`config.mk`:
```
export PLATFORM = sky130hd
export DESIGN_NAME = counter_sequencer_flat
export DESIGN_NICKNAME = d
export VERILOG_FILES = /design/src/rtl/counter_sequencer_pkg.sv /design/src/rtl/counter_sequencer_if.sv /design/src/rtl/counter_sequencer_counter4.sv /design/src/rtl/counter_sequencer.sv /design/src/flat_wrapper.sv
export SDC_FILE = /design/constraint.sdc
export NUM_CORES = 1
export LEC_CHECK = 0
export BUFFER_PORTS_ARGS = -buffer_cell sky130_fd_sc_hd__buf_2
export CAP_MARGIN = 0
export CORE_AREA = 2 2 39 41
export CTS_CLUSTER_DIAMETER = 120
export DETAILED_ROUTE_END_ITERATION = 8
export DIE_AREA = 0 0 41 43
export SLEW_MARGIN = 20
export SYNTH_ARGS = -nofsm -noshare
export SYNTH_HDL_FRONTEND = slang
export SYNTH_SLANG_ARGS = --single-unit
```
`constraint.sdc`:
```
create_clock -name CP -period 1.7 [get_ports CP]
set_clock_uncertainty 0.05 [all_clocks]
set_input_delay 0.085 -clock CP [delete_from_list [all_inputs] [get_ports CP]]
set_output_delay 0.085 -clock CP [all_outputs]
set_load 0.05 [all_outputs]
```
`src/rtl/counter_sequencer_pkg.sv`:
```
`default_nettype none
// +----------------------------------------------------------------------+
// | counter_seq_pkg                                                      |
// | Shared FSM state encoding and counter limit for counter_sequencer.   |
// | Revision: 1.0                                                        |
// +----------------------------------------------------------------------+
package counter_seq_pkg;

  typedef enum logic [1:0] {
    IDLE = 2'b00,
    LOAD = 2'b01,
    RUN  = 2'b10
  } state_t;

  localparam logic [3:0] CNT_MAX = 4'd15;

endpackage
`default_nettype wire

```
`src/rtl/counter_sequencer_if.sv`:
```
`default_nettype none
// +----------------------------------------------------------------------+
// | counter_sequencer_if                                                 |
// | Control/status bundle between a controller and counter_sequencer.    |
// | Revision: 1.0                                                        |
// +----------------------------------------------------------------------+
interface counter_sequencer_if;
  import counter_seq_pkg::*;

  logic       start;
  logic       stop;
  logic       periodic;
  logic [3:0] preset;
  logic [3:0] Q;
  logic       busy;
  logic       done;
  state_t     state;

  modport master (
    output start, stop, periodic, preset,
    input  Q, busy, done, state
  );

  modport slave (
    input  start, stop, periodic, preset,
    output Q, busy, done, state
  );

endinterface
`default_nettype wire

```
`src/rtl/counter_sequencer_counter4.sv`:
```
`default_nettype none
// +----------------------------------------------------------------------+
// | counter4                                                             |
// | 4-bit counter: async clear, sync load, dual count enables, carry.    |
// | Revision: 1.0                                                        |
// +----------------------------------------------------------------------+
module counter4
  import counter_seq_pkg::*;
(
  input  logic       CP,
  input  logic       Cr,
  input  logic       Ld,
  input  logic       CTP,
  input  logic       CTT,
  input  logic [3:0] D,
  output logic [3:0] Q,
  output logic       Co
);

  logic [3:0] r_q;

  // Load takes priority over counting.
  always_ff @(posedge CP or posedge Cr) begin
    if (Cr) begin
      r_q <= 4'd0;
    end else if (Ld) begin
      r_q <= D;
    end else if (CTP && CTT) begin
      r_q <= r_q + 4'd1;
    end
  end

  assign Q  = r_q;
  assign Co = (r_q == CNT_MAX) && CTT;

endmodule
`default_nettype wire

```
`src/rtl/counter_sequencer.sv`:
```
`default_nettype none
// +----------------------------------------------------------------------+
// | counter_sequencer                                                    |
// | IDLE->LOAD->RUN sequencer driving counter4; one-shot or auto-reload. |
// | Macro COUNTER_SEQUENCER_PERIODIC_EN enables the periodic input.      |
// | Revision: 1.0                                                        |
// +----------------------------------------------------------------------+
module counter_sequencer
  import counter_seq_pkg::*;
(
  input logic                 CP,
  input logic                 CR,
  counter_sequencer_if.slave  bus
);

  state_t     r_state;
  state_t     w_next;
  logic       r_done;
  logic       w_done_set;
  logic       w_ld;
  logic       w_ctp;
  logic       w_ctt;
  logic       w_co;
  logic       w_periodic;
  logic [3:0] w_q;

`ifdef COUNTER_SEQUENCER_PERIODIC_EN
  assign w_periodic = bus.periodic;
`else
  logic w_unused_periodic;
  assign w_unused_periodic = bus.periodic;
  assign w_periodic        = 1'b0;
`endif

  assign w_ctt = (r_state == RUN);

  counter4 u_counter4 (
    .CP  (CP),
    .Cr  (CR),
    .Ld  (w_ld),
    .CTP (w_ctp),
    .CTT (w_ctt),
    .D   (bus.preset),
    .Q   (w_q),
    .Co  (w_co)
  );

  always_ff @(posedge CP or posedge CR) begin
    if (CR) begin
      r_state <= IDLE;
      r_done  <= 1'b0;
    end else begin
      r_state <= w_next;
      r_done  <= w_done_set;
    end
  end

  // Stop beats a coincident terminal count; counting is gated off at terminal
  // so a one-shot run parks at 15.
  always_comb begin
    w_next     = r_state;
    w_ld       = 1'b0;
    w_ctp      = 1'b0;
    w_done_set = 1'b0;
    case (r_state)
      IDLE: begin
        if (bus.start && !bus.stop) w_next = LOAD;
      end
      LOAD: begin
        if (bus.stop) begin
          w_next = IDLE;
        end else begin
          w_ld   = 1'b1;
          w_next = RUN;
        end
      end
      RUN: begin
        if (bus.stop) begin
          w_next = IDLE;
        end else if (w_co) begin
          w_done_set = 1'b1;
          if (w_periodic) w_ld = 1'b1;
          else            w_next = IDLE;
        end else begin
          w_ctp = 1'b1;
        end
      end
      default: w_next = IDLE;
    endcase
  end

  assign bus.Q     = w_q;
  assign bus.busy  = (r_state == LOAD) || (r_state == RUN);
  assign bus.done  = r_done;
  assign bus.state = r_state;

endmodule
`default_nettype wire

```
`src/flat_wrapper.sv`:
```
// flat-port wrapper written by rule: the top's interface ports become plain ports
module counter_sequencer_flat import counter_seq_pkg::*;
  (CP, CR, bus_start, bus_stop, bus_periodic, bus_preset, bus_Q, bus_busy, bus_done, bus_state);
  counter_sequencer_if bus_i ();
  input logic CP;
  input logic CR;
  input wire logic [$bits(bus_i.start)-1:0] bus_start;
  input wire logic [$bits(bus_i.stop)-1:0] bus_stop;
  input wire logic [$bits(bus_i.periodic)-1:0] bus_periodic;
  input wire logic [$bits(bus_i.preset)-1:0] bus_preset;
  output wire logic [$bits(bus_i.Q)-1:0] bus_Q;
  output wire logic [$bits(bus_i.busy)-1:0] bus_busy;
  output wire logic [$bits(bus_i.done)-1:0] bus_done;
  output wire logic [$bits(bus_i.state)-1:0] bus_state;
  assign bus_i.start = bus_start;
  assign bus_i.stop = bus_stop;
  assign bus_i.periodic = bus_periodic;
  assign bus_i.preset = bus_preset;
  assign bus_Q = bus_i.Q;
  assign bus_busy = bus_i.busy;
  assign bus_done = bus_i.done;
  assign bus_state = bus_i.state;
  counter_sequencer u_core (.CP(CP), .CR(CR), .bus(bus_i));
endmodule
```
==> flow_summary.yaml, run 1 <==
floorplan:
  rows: 14
  die_area_um2: 1760
  fp.dieH_um: 43
  start_util: 0.325
  core_region_area_um2: 1380
  die_width_um: 41
  ios: 17
grt:
  use_met2: 0.178
  grt_antenna_before_repair: 0
  grtUsageMet1: 0.139
  grt_pass1_wl_mm: 1.44
  grt_overflow: 0
  track_usage: 0.124
  grt.busiest_layer: "met2"
  first_global_vias: 356
  grt_max_degree: 8
  grtUsageMet3: 0.105
route:
  via_per_inst: 4.85
  drtAntennaViolNets: 0
  drc: 0
  wirelength_um: 897
  drt_iter0_drc: 12
  vias: 398
  wl_per_cell_um: 10.9
  dr.pass1.iters: 2
sta:
  relSlewSlack: 0.814
  maxSlewViolCount: 0
  setup_violations: 0
  hold_viol_final: 0
  fin_crit_sh: 0.913
  fmax_ghz: 0.644
  worst_pin_slew_ps: 279
  rsz0062_at_grt: "false"
  timing.final.ws_setup_ps: 147
  tns_ps: 0
  finalCriticalPeriod_ps: 1550
layout:
  mostFrequentLayoutCell: "buf_2"
  drive_gt1_frac: 0.424
  num-nets-final: 81
  fillCellCount: 146
  multi_input_area_um2: 262
  final_cell_mix: "buf_2, ha_1, dfrtp_2"
  area_growth_pct: 34.8
  final_util: 0.438
  regArea_um2: 180
  antennaDiodeCount: 0
pwr:
  comb_power_share: 0.623
  leakagePower_nw: 0.298
  power.internal_w: 0.000588
  power_frac_clock: 0.114
  p_sw_frac: 0.541
  net-switching-power_w: 0.000692
  p_seq_frac: 0.263
  powerDensity_nw_per_um2: 2110
  ir_worst_vdd_mv: 1.14
synth:
  ys_types: 22
  seq_area_frac_synth: 0.390
  ys_ff_latch: 7
  synth_fp_nets: 58
  netlist_area_um2: 449
  syn_area_per_cell_um2: 10.2
  yosys_warnings: 0
  netlist_instances: 44
setup_path:
  crit_path_max_fanout: 6
  worstPathCellList: "inv_2, ha_2, nor2b_4, a22oi_1, mux2_2"
  cp-start-kind: "flop"
  critPathKind: "reg2reg"
  crit_slowest_cell: "dfrtp_2"
  cp.arrival_ps: 1630
  cp.required_ps: 1780
  cpPeakStageDelay_ps: 380
  worst_setup_path_end_kind: "flop"
job:
  maxCapViolCount: 0
clock_tree:
  cts_buffers: 3
  cts_setup_buffers: 0
  path_clk_slew_ps: 50
  cts_tree: "done"
  max-clock-path-buffers: 2
  htree_levels: 1
  clkSinkCount: 7
  clock_latency_ps: 250
  cts_root_buf: "clkbuf_4"
min_path:
  worstHoldPathType: "in2reg"
place:
  io_buffers: 15
  globalplace.congestion: 0.712
  post-dp-hpwl_um: 715
  place_ws_ps: 144
run_status:
  status: "complete, no violations"
what timing repair did:
| action | CTS | global route |
|---|---|---|
| hold endpoints to repair | 8 | 0 |
| hold buffers | 2 | 0 |
| gates resized for setup | 0 | 0 |
cell type report:
cell class	instances	area share
Timing Repair Buffer	18	0.169
Multi-Input combinational cell	33	0.432
Sequential cell	7	0.298
Tap cell	16	0.0331
Clock buffer	4	0.0434
Inverter	4	0.0248
stage by stage:
stage	power (W)	instances	hold WS (ps)	instance area [µm²]
4_1_cts	0.00130	82	7.37	606
3_5_place_dp	0.00114	76	-22.5	559
6_report	0.00128	82	17.2	606
2_1_floorplan	0.000968	44	-162	457
3_3_place_gp	0.00113	76	-20.2	559
5_1_grt	0.00139	82	0.134	606
worst max-delay path, delay by kind of cell (launching register included):
family          cells  cell delay (ps)
compound gates      1              240
fa+ha+maj           1              200
buf+inv             1               60
flops               1              380
mux                 1              360
simple gates        1              140
synth_stat cells:
master / n / area (µm²)
inv_1: 4 / 15.0
a21oi_1: 2 / 10.0
nor2b_1: 1 / 6.26
or3_1: 1 / 6.26
nor2_1: 3 / 11.3
o21ai_0: 3 / 15.0
nand3_1: 1 / 5.00
nand2b_4: 1 / 13.8
nor2b_4: 1 / 13.8
a41o_1: 1 / 10.0
and3_1: 1 / 6.26
and4b_1: 2 / 20.0
o31ai_1: 1 / 7.51
a22o_1: 1 / 8.76
a22oi_1: 1 / 7.51
nand2_1: 1 / 3.75
dfrtp_1: 7 / 175
nand2b_1: 2 / 12.5
mux2_2: 1 / 11.3
ha_1: 5 / 62.6
o221ai_1: 1 / 8.76
a31oi_1: 3 / 18.8
final timing paths:
kind	slack, ps	start	to	cells after the start
max	150	u_core.bus.state[0]	u_core.bus.state[0]	5
min	20	bus_preset[3]	u_core.u_counter4.Q[3]	2
max reg2reg	150	u_core.bus.state[0]	u_core.bus.state[0]	5
min reg2reg	510	u_core.bus.state[0]	u_core.bus.state[0]	1
max in group asynchronous	1100	CR	u_core.u_counter4.Q[0]	3
min in group asynchronous	270	CR	u_core.u_counter4.Q[2]	3
cell families (layout without fill, tap and decap cells):
logic type,after synthesis,in the layout,synth area share
AOI/OAI and AO/OA,13,13,0.192
and+or+nand+nor,14,14,0.220
DFF,7,7,0.390
adders and majority gates,5,5,0.139
muxes,1,1,0.0251
buffers and inverters,4,26,0.0334
power by group through the flow:
stage / logic [W] / registers [W] / clock network (W)
2_1_floorplan: 0.000394 / 0.000574 / 0
3_3_place_gp: 0.000793 / 0.000337 / 0
3_5_place_dp: 0.000799 / 0.000339 / 0
4_1_cts: 0.000806 / 0.000338 / 0.000155
5_1_grt: 0.000870 / 0.000352 / 0.000172
6_report: 0.000797 / 0.000336 / 0.000146
sequential cells by signal, indices dropped and copies added (netlist names):
| register | flops |
|---|---|
| u_core.u_counter4.Q | 4 |
| u_core.bus.state | 2 |
| u_core.bus.done | 1 |
metal layers:
layer | wire [µm] | up-vias
met3 | 80 | 0
met2 | 426 | 13
met4 | 0 | 0
met1 | 390 | 179
met5 | 0 | -
li1 | - | 206
Note: power is estimated with default switching activity, not from simulation.
==> run 2: changes to the inputs <==
--- a/config.mk
+++ b/config.mk
@@ -5,6 +5,7 @@
 export SDC_FILE = /design/constraint.sdc
 export NUM_CORES = 1
 export LEC_CHECK = 0
+export ABC_AREA = 1
 export BUFFER_PORTS_ARGS = -buffer_cell sky130_fd_sc_hd__buf_2
 export CAP_MARGIN = 0
 export CORE_AREA = 2 2 39 41
@@ -14,4 +15,5 @@
 export SLEW_MARGIN = 20
 export SYNTH_ARGS = -nofsm -noshare
 export SYNTH_HDL_FRONTEND = slang
+export SYNTH_HIERARCHICAL = 1
 export SYNTH_SLANG_ARGS = --single-unit
==> flow_summary.yaml, run 2 <==
sta:
  finalCriticalPeriod_ps: 1570
  maxSlewViolCount: 0
  fmax_ghz: 0.637
  setup_violations: 0
  relSlewSlack: 0.835
  rsz0062_at_grt: "false"
  fin_crit_sh: 0.924
  worst_pin_slew_ps: 249
  hold_viol_final: 0
  tns_ps: 0
floorplan:
  core_region_area_um2: 1380
  die_width_um: 41
  fp.dieH_um: 43
  die_area_um2: 1760
  start_util: 0.362
  rows: 14
  ios: 17
grt:
  first_global_vias: 409
  grt.busiest_layer: "met2"
  grt_overflow: 0
  grt_pass1_wl_mm: 1.56
  grt_antenna_before_repair: 0
  track_usage: 0.128
  grtUsageMet3: 0
  use_met2: 0.191
  grt_max_degree: 8
  grtUsageMet1: 0.175
pwr:
  ir_worst_vdd_mv: 0.907
  powerDensity_nw_per_um2: 1850
  leakagePower_nw: 0.387
job:
  maxCapViolCount: 0
synth:
  synth_area_leaders: "dfrtp_1, nand2_1, ha_1"
  async_flop_share: 1.00
  synth_edf_count: 0
  synth.largest_area_cell: "dfrtp_1"
  ys_types: 16
  synth_commonest_cells: "nand2_1, inv_1, dfrtp_1"
  yosysTopAreaCellShare: 0.350
  seq_area_frac_synth: 0.350
  synth_fp_nets: 85
  yosys_warnings: 6
  synthFlopType: "dfrtp_1"
  ys_ff_latch: 7
  synth_most_common_cell: "nand2_1"
  netlist_instances: 71
  netlist_area_um2: 500
  syn_area_per_cell_um2: 7.05
setup_path:
  cp-start-kind: "flop"
  critPathKind: "reg2reg"
  cp.arrival_ps: 1650
  crit_buf_inv: 3
  worstPathCellList: "inv_2, ha_2, nand2_1, nor2_2, nor2_2, nand2_2, inv_1, nand2_2, nand2_4, nand2_2, clkinv_1, nand2_1, nand2_1"
  crit_path_max_fanout: 4
  r2r-start: "u_core/bus.state[0]"
  crit_slowest_cell: "dfrtp_2"
  worst_setup_path_end_kind: "flop"
  reg2reg_to: "u_core/u_counter4/Q[2]"
  cpPeakStageDelay_ps: 420
  crit_family: "simple AND/OR/NAND/NOR gates"
  reg2reg_setup_slack_ps: 130
  cp.required_ps: 1780
  worst_r2r_path_depth: 13
place:
  globalplace.congestion: 0.815
  post-dp-hpwl_um: 751
  io_buffers: 15
  dp.cells: 104
clock_tree:
  cts_buffers: 3
  path_clk_slew_ps: 50
  max-clock-path-buffers: 2
  clock_latency_ps: 240
  cts_root_buf: "clkbuf_4"
  clkSinkCount: 7
  htree_levels: 1
  cts_tree: "done"
layout:
  num-nets-final: 108
  mostFrequentLayoutCell: "nand2_1"
  final_cell_mix: "nand2_1, buf_2, inv_1"
  fillCellCount: 147
  area_growth_pct: 31.7
  antennaDiodeCount: 0
  largest_reg_flops: 4
  finalNonFillerCells: 109
  drive_gt1_frac: 0.398
min_path:
  holdPathStages: 3
  worstHoldPathType: "in2reg"
  holdPathEnd: "u_core/u_counter4/Q[1]"
  min_from: "bus_preset[1]"
route:
  dr.pass1.iters: 4
  vias: 446
  wirelength_um: 914
  wl_per_cell_um: 8.39
  drtAntennaViolNets: 0
  via_per_inst: 4.09
  drt_iter0_drc: 7
  drc: 0
run_status:
  status: "complete, no violations"
## run 2: cell count changes after synthesis, sizes merged, moves of 2 or more
cell | previous run | this run
nand2 | 1 | 30
nor2b | 2 | 0
inv | 4 | 14
o21ai | 3 | 1
a31oi | 3 | 0
a21oi | 2 | 0
nand3 | 1 | 5
nand2b | 3 | 0
and4b | 2 | 0
## run 2: cells by family after synthesis
family | share of synthesized area
buffers and inverters | 0.112
adders and majority gates | 0.125
AOI/OAI and AO/OA | 0.0250
DFF | 0.350
and+or+nand+nor | 0.388
## run 2: report_power, final
part	internal, W	switching, W	leakage, nW
Clock	0.0000890	0.0000525	0.0150
Sequential	0.000241	0.0000877	0.0841
Combinational	0.000217	0.000533	0.288
## run 2: cell type report
cell class | count | area (µm²) | share of cell area
clock buffers | 4 | 26.3 | 0.0398
multi-input cells | 49 | 277 | 0.419
flip-flops and latches | 7 | 180 | 0.273
inverters | 15 | 56.3 | 0.0854
repair buffers | 18 | 100 | 0.152
well taps | 16 | 20.0 | 0.0304
## run 2: what timing repair did
action,in CTS,in global routing
endpoints found under the setup margin,0,3
resized for setup,0,1
endpoints found under the hold margin,7,0
hold buffers,1,0
buffers inserted,0,0
## run 2: tightest hold or removal path, stage by stage
cell and delay, ps:
buf_2 80, o211ai_1 90, nand2_1 60
## run 2: per-layer routing
metal | up-vias | part of all wire | wire (µm)
li1 | 256 | - | -
met1 | 185 | 0.48 | 441
met2 | 5 | 0.49 | 452
met3 | 0 | 0.021 | 19
met4 | 0 | 0 | 0
met5 | - | 0 | 0
## run 2: worst max path at each step
stage | cells past startpoint | slack [ps] | start | end
after floorplan | 13 | 3 | u_core/bus.state[0] | u_core/u_counter4/Q[2]
after global placement | 13 | 110 | u_core/bus.state[0] | u_core/u_counter4/Q[2]
after CTS | 13 | 100 | u_core/bus.state[0] | u_core/u_counter4/Q[2]
final | 13 | 130 | u_core/bus.state[0] | u_core/u_counter4/Q[2]
after detailed placement | 13 | 100 | u_core/bus.state[0] | u_core/u_counter4/Q[2]
after global routing | 13 | 2 | u_core/bus.state[0] | u_core/u_counter4/Q[2]
## run 2: metrics by stage
step / util / hold slack, ps / area (µm²) / worst slack, ps / power [W]
floorplan: - / -211 / 510 / 2.83 / 0.000917
global placement: 0.448 / -89.2 / 621 / 114 / 0.00108
detailed placement: 0.448 / -88.4 / 621 / 105 / 0.00108
CTS: 0.475 / 56.0 / 657 / 99.2 / 0.00123
global route: 0.476 / 91.7 / 659 / 2.07 / 0.00133
finish: 0.476 / 60.7 / 659 / 129 / 0.00122
==> run 3: changes to the inputs <==
--- a/config.mk
+++ b/config.mk
@@ -5,7 +5,6 @@
 export SDC_FILE = /design/constraint.sdc
 export NUM_CORES = 1
 export LEC_CHECK = 0
-export ABC_AREA = 1
 export BUFFER_PORTS_ARGS = -buffer_cell sky130_fd_sc_hd__buf_2
 export CAP_MARGIN = 0
 export CORE_AREA = 2 2 39 41
==> flow_summary.yaml, run 3 <==
clock_tree:
  cts_tree: "done"
  cts_root_buf: "clkbuf_4"
  htree_levels: 1
  clock_latency_ps: 260
  max-clock-path-buffers: 2
  cts_buffers: 3
  path_clk_slew_ps: 60
  clkSinkCount: 7
place:
  globalplace.congestion: 0.713
  placed_area_um2: 574
  io_buffers: 15
  post-dp-hpwl_um: 693
min_path:
  min_from: "bus_preset[3]"
  holdPathEnd: "u_core/u_counter4/Q[3]"
  holdPathStages: 3
  worstHoldPathType: "in2reg"
setup_path:
  cpPeakStageDelay_ps: 380
  worst_r2r_path_depth: 7
  worstPathCellList: "inv_2, ha_4, and4_4, nor3b_4, nand2_2, or3_1, a31oi_1"
  reg2reg_to: "u_core/u_counter4/Q[3]"
  cp.required_ps: 1820
  crit_slowest_cell: "dfrtp_2"
  crit_path_max_fanout: 4
  cp.arrival_ps: 1820
  critPathKind: "reg2reg"
  r2r-start: "u_core/bus.state[0]"
  cp-start-kind: "flop"
  reg2reg_setup_slack_ps: 3
  worst_setup_path_end_kind: "flop"
floorplan:
  die_area_um2: 1760
  die_width_um: 41
  core_region_area_um2: 1380
  fp.dieH_um: 43
  ios: 17
  start_util: 0.311
  rows: 14
pwr:
  p_seq_frac: 0.246
  power.total_w: 0.00127
  leakagePower_nw: 0.323
  p_sw_frac: 0.533
  power_frac_clock: 0.123
  powerDensity_nw_per_um2: 1930
  comb_power_share: 0.630
  power.internal_w: 0.000593
  net-switching-power_w: 0.000675
  ir_worst_vdd_mv: 0.679
route:
  wirelength_um: 910
  drtAntennaViolNets: 0
  via_per_inst: 4.36
  vias: 371
  wl_per_cell_um: 10.7
  dr.pass1.iters: 2
  drc: 0
  drt_iter0_drc: 3
synth:
  synth_fp_nets: 55
  yosys_warnings: 6
  seq_area_frac_synth: 0.407
  synth_commonest_cells: "dfrtp_1, ha_1, inv_1"
  ys_ff_latch: 7
  ys_types: 19
  synthFlopType: "dfrtp_1"
  yosysTopAreaCellShare: 0.407
  netlist_instances: 41
  async_flop_share: 1.00
  synth.largest_area_cell: "dfrtp_1"
  synth_area_leaders: "dfrtp_1, ha_1, mux2_1"
  syn_area_per_cell_um2: 10.5
  synth_most_common_cell: "dfrtp_1"
  netlist_area_um2: 430
  synth_edf_count: 0
layout:
  mostFrequentLayoutCell: "buf_2"
  design_area_um2: 658
  drive_gt1_frac: 0.507
  largest_reg_flops: 4
  area_growth_pct: 52.9
  fillCellCount: 141
  antennaDiodeCount: 0
  num-nets-final: 84
  regArea_um2: 180
  final_cell_mix: "buf_2, buf_4, dlygate4sd3_1, inv_1, dfrtp_2"
  multi_input_area_um2: 260
grt:
  grt_antenna_before_repair: 0
  first_global_vias: 396
  grt_overflow: 0
  grt_max_degree: 9
  grt_pass1_wl_mm: 1.51
  track_usage: 0.135
sta:
  rsz0062_at_grt: "true"
  relSlewSlack: 0.827
  setup_violations: 0
  fmax_ghz: 0.589
  worst_pin_slew_ps: 260
  fin_crit_sh: 0.998
  hold_viol_final: 0
  maxSlewViolCount: 0
  finalCriticalPeriod_ps: 1700
job:
  maxCapViolCount: 0
run_status:
  status: "complete, no violations"
-- run 3: logic make-up (layout without fill, tap and decap cells) --
family	after synthesis	after routing	share of synthesized area
AO/OA/AOI/OAI	6	6	0.0814
XOR/XNOR	2	2	0.0407
adder cells (fa/ha/maj)	5	5	0.145
buffers and inverters	5	33	0.0436
flip-flops	7	7	0.407
multiplexers	3	3	0.0756
AND/OR/NAND/NOR	13	13	0.206
-- run 3: power by group through the flow --
| stage | registers [W] | clock network (W) | logic, W |
|---|---|---|---|
| 6_report | 0.000312 | 0.000157 | 0.000800 |
| 5_1_grt | 0.000324 | 0.000181 | 0.000863 |
| 4_1_cts | 0.000313 | 0.000164 | 0.000781 |
| 3_5_place_dp | 0.000315 | 0 | 0.000768 |
| 3_3_place_gp | 0.000312 | 0 | 0.000753 |
| 2_1_floorplan | 0.000557 | 0 | 0.000334 |
-- run 3: repair_timing --
action	CTS	global route
buffers inserted	0	1
gates resized for setup	1	1
pin swaps	1	1
gates cloned	0	0
endpoints found under the setup margin	3	3
hold endpoints to repair	10	0
hold buffers	4	0
-- run 3: per-stage QoR --
stage               utilization  setup TNS, ps  hold WS (ps)  cells  setup slack, ps
CTS                       0.465          -3.48          35.6     84            -3.48
finish                    0.476              0          40.4     85             3.40
floorplan                     -           -331          -211     41             -174
detailed placement        0.415          -12.6         -74.8     76            -12.6
global route              0.476           -184          65.4     85            -74.4
global placement          0.415          -1.41         -82.5     76            -1.41
-- run 3: routing by layer --
metal  share of wire  up-vias  global-route usage
met5               0        -                   0
met4           0.015        0               0.100
met3           0.026        2              0.0314
met2            0.50        9               0.216
met1            0.46      168               0.144
li1                -      192                   -
-- run 3: worst max path at each step --
stage / endpoint / start / slack (ps) / cells past startpoint
floorplan: u_core/u_counter4/Q[3] / u_core/bus.state[0] / -170 / 7
global placement: u_core/u_counter4/Q[3] / u_core/u_counter4/Q[0] / -1 / 6
detailed placement: u_core/u_counter4/Q[3] / u_core/u_counter4/Q[0] / -10 / 6
CTS: u_core/u_counter4/Q[3] / u_core/bus.state[0] / -3 / 7
global route: u_core/u_counter4/Q[3] / u_core/bus.state[0] / -70 / 7
finish: u_core/u_counter4/Q[3] / u_core/bus.state[0] / 3 / 7
-- run 3: cell type report --
class | count | share of cell area
multi-input combinational | 29 | 0.395
inverter | 5 | 0.0285
clock buffer | 4 | 0.0399
sequential | 7 | 0.274
tap | 16 | 0.0304
timing repair buffer | 24 | 0.232
-- run 3: critical path: cells and delay by family, from the launching register on --
kind                       cells  cell delay, ps
and+or+nand+nor                4             800
DFF                            1             380
adders and majority gates      1             160
AOI/OAI and AO/OA              1             140
buffers and inverters          1              70
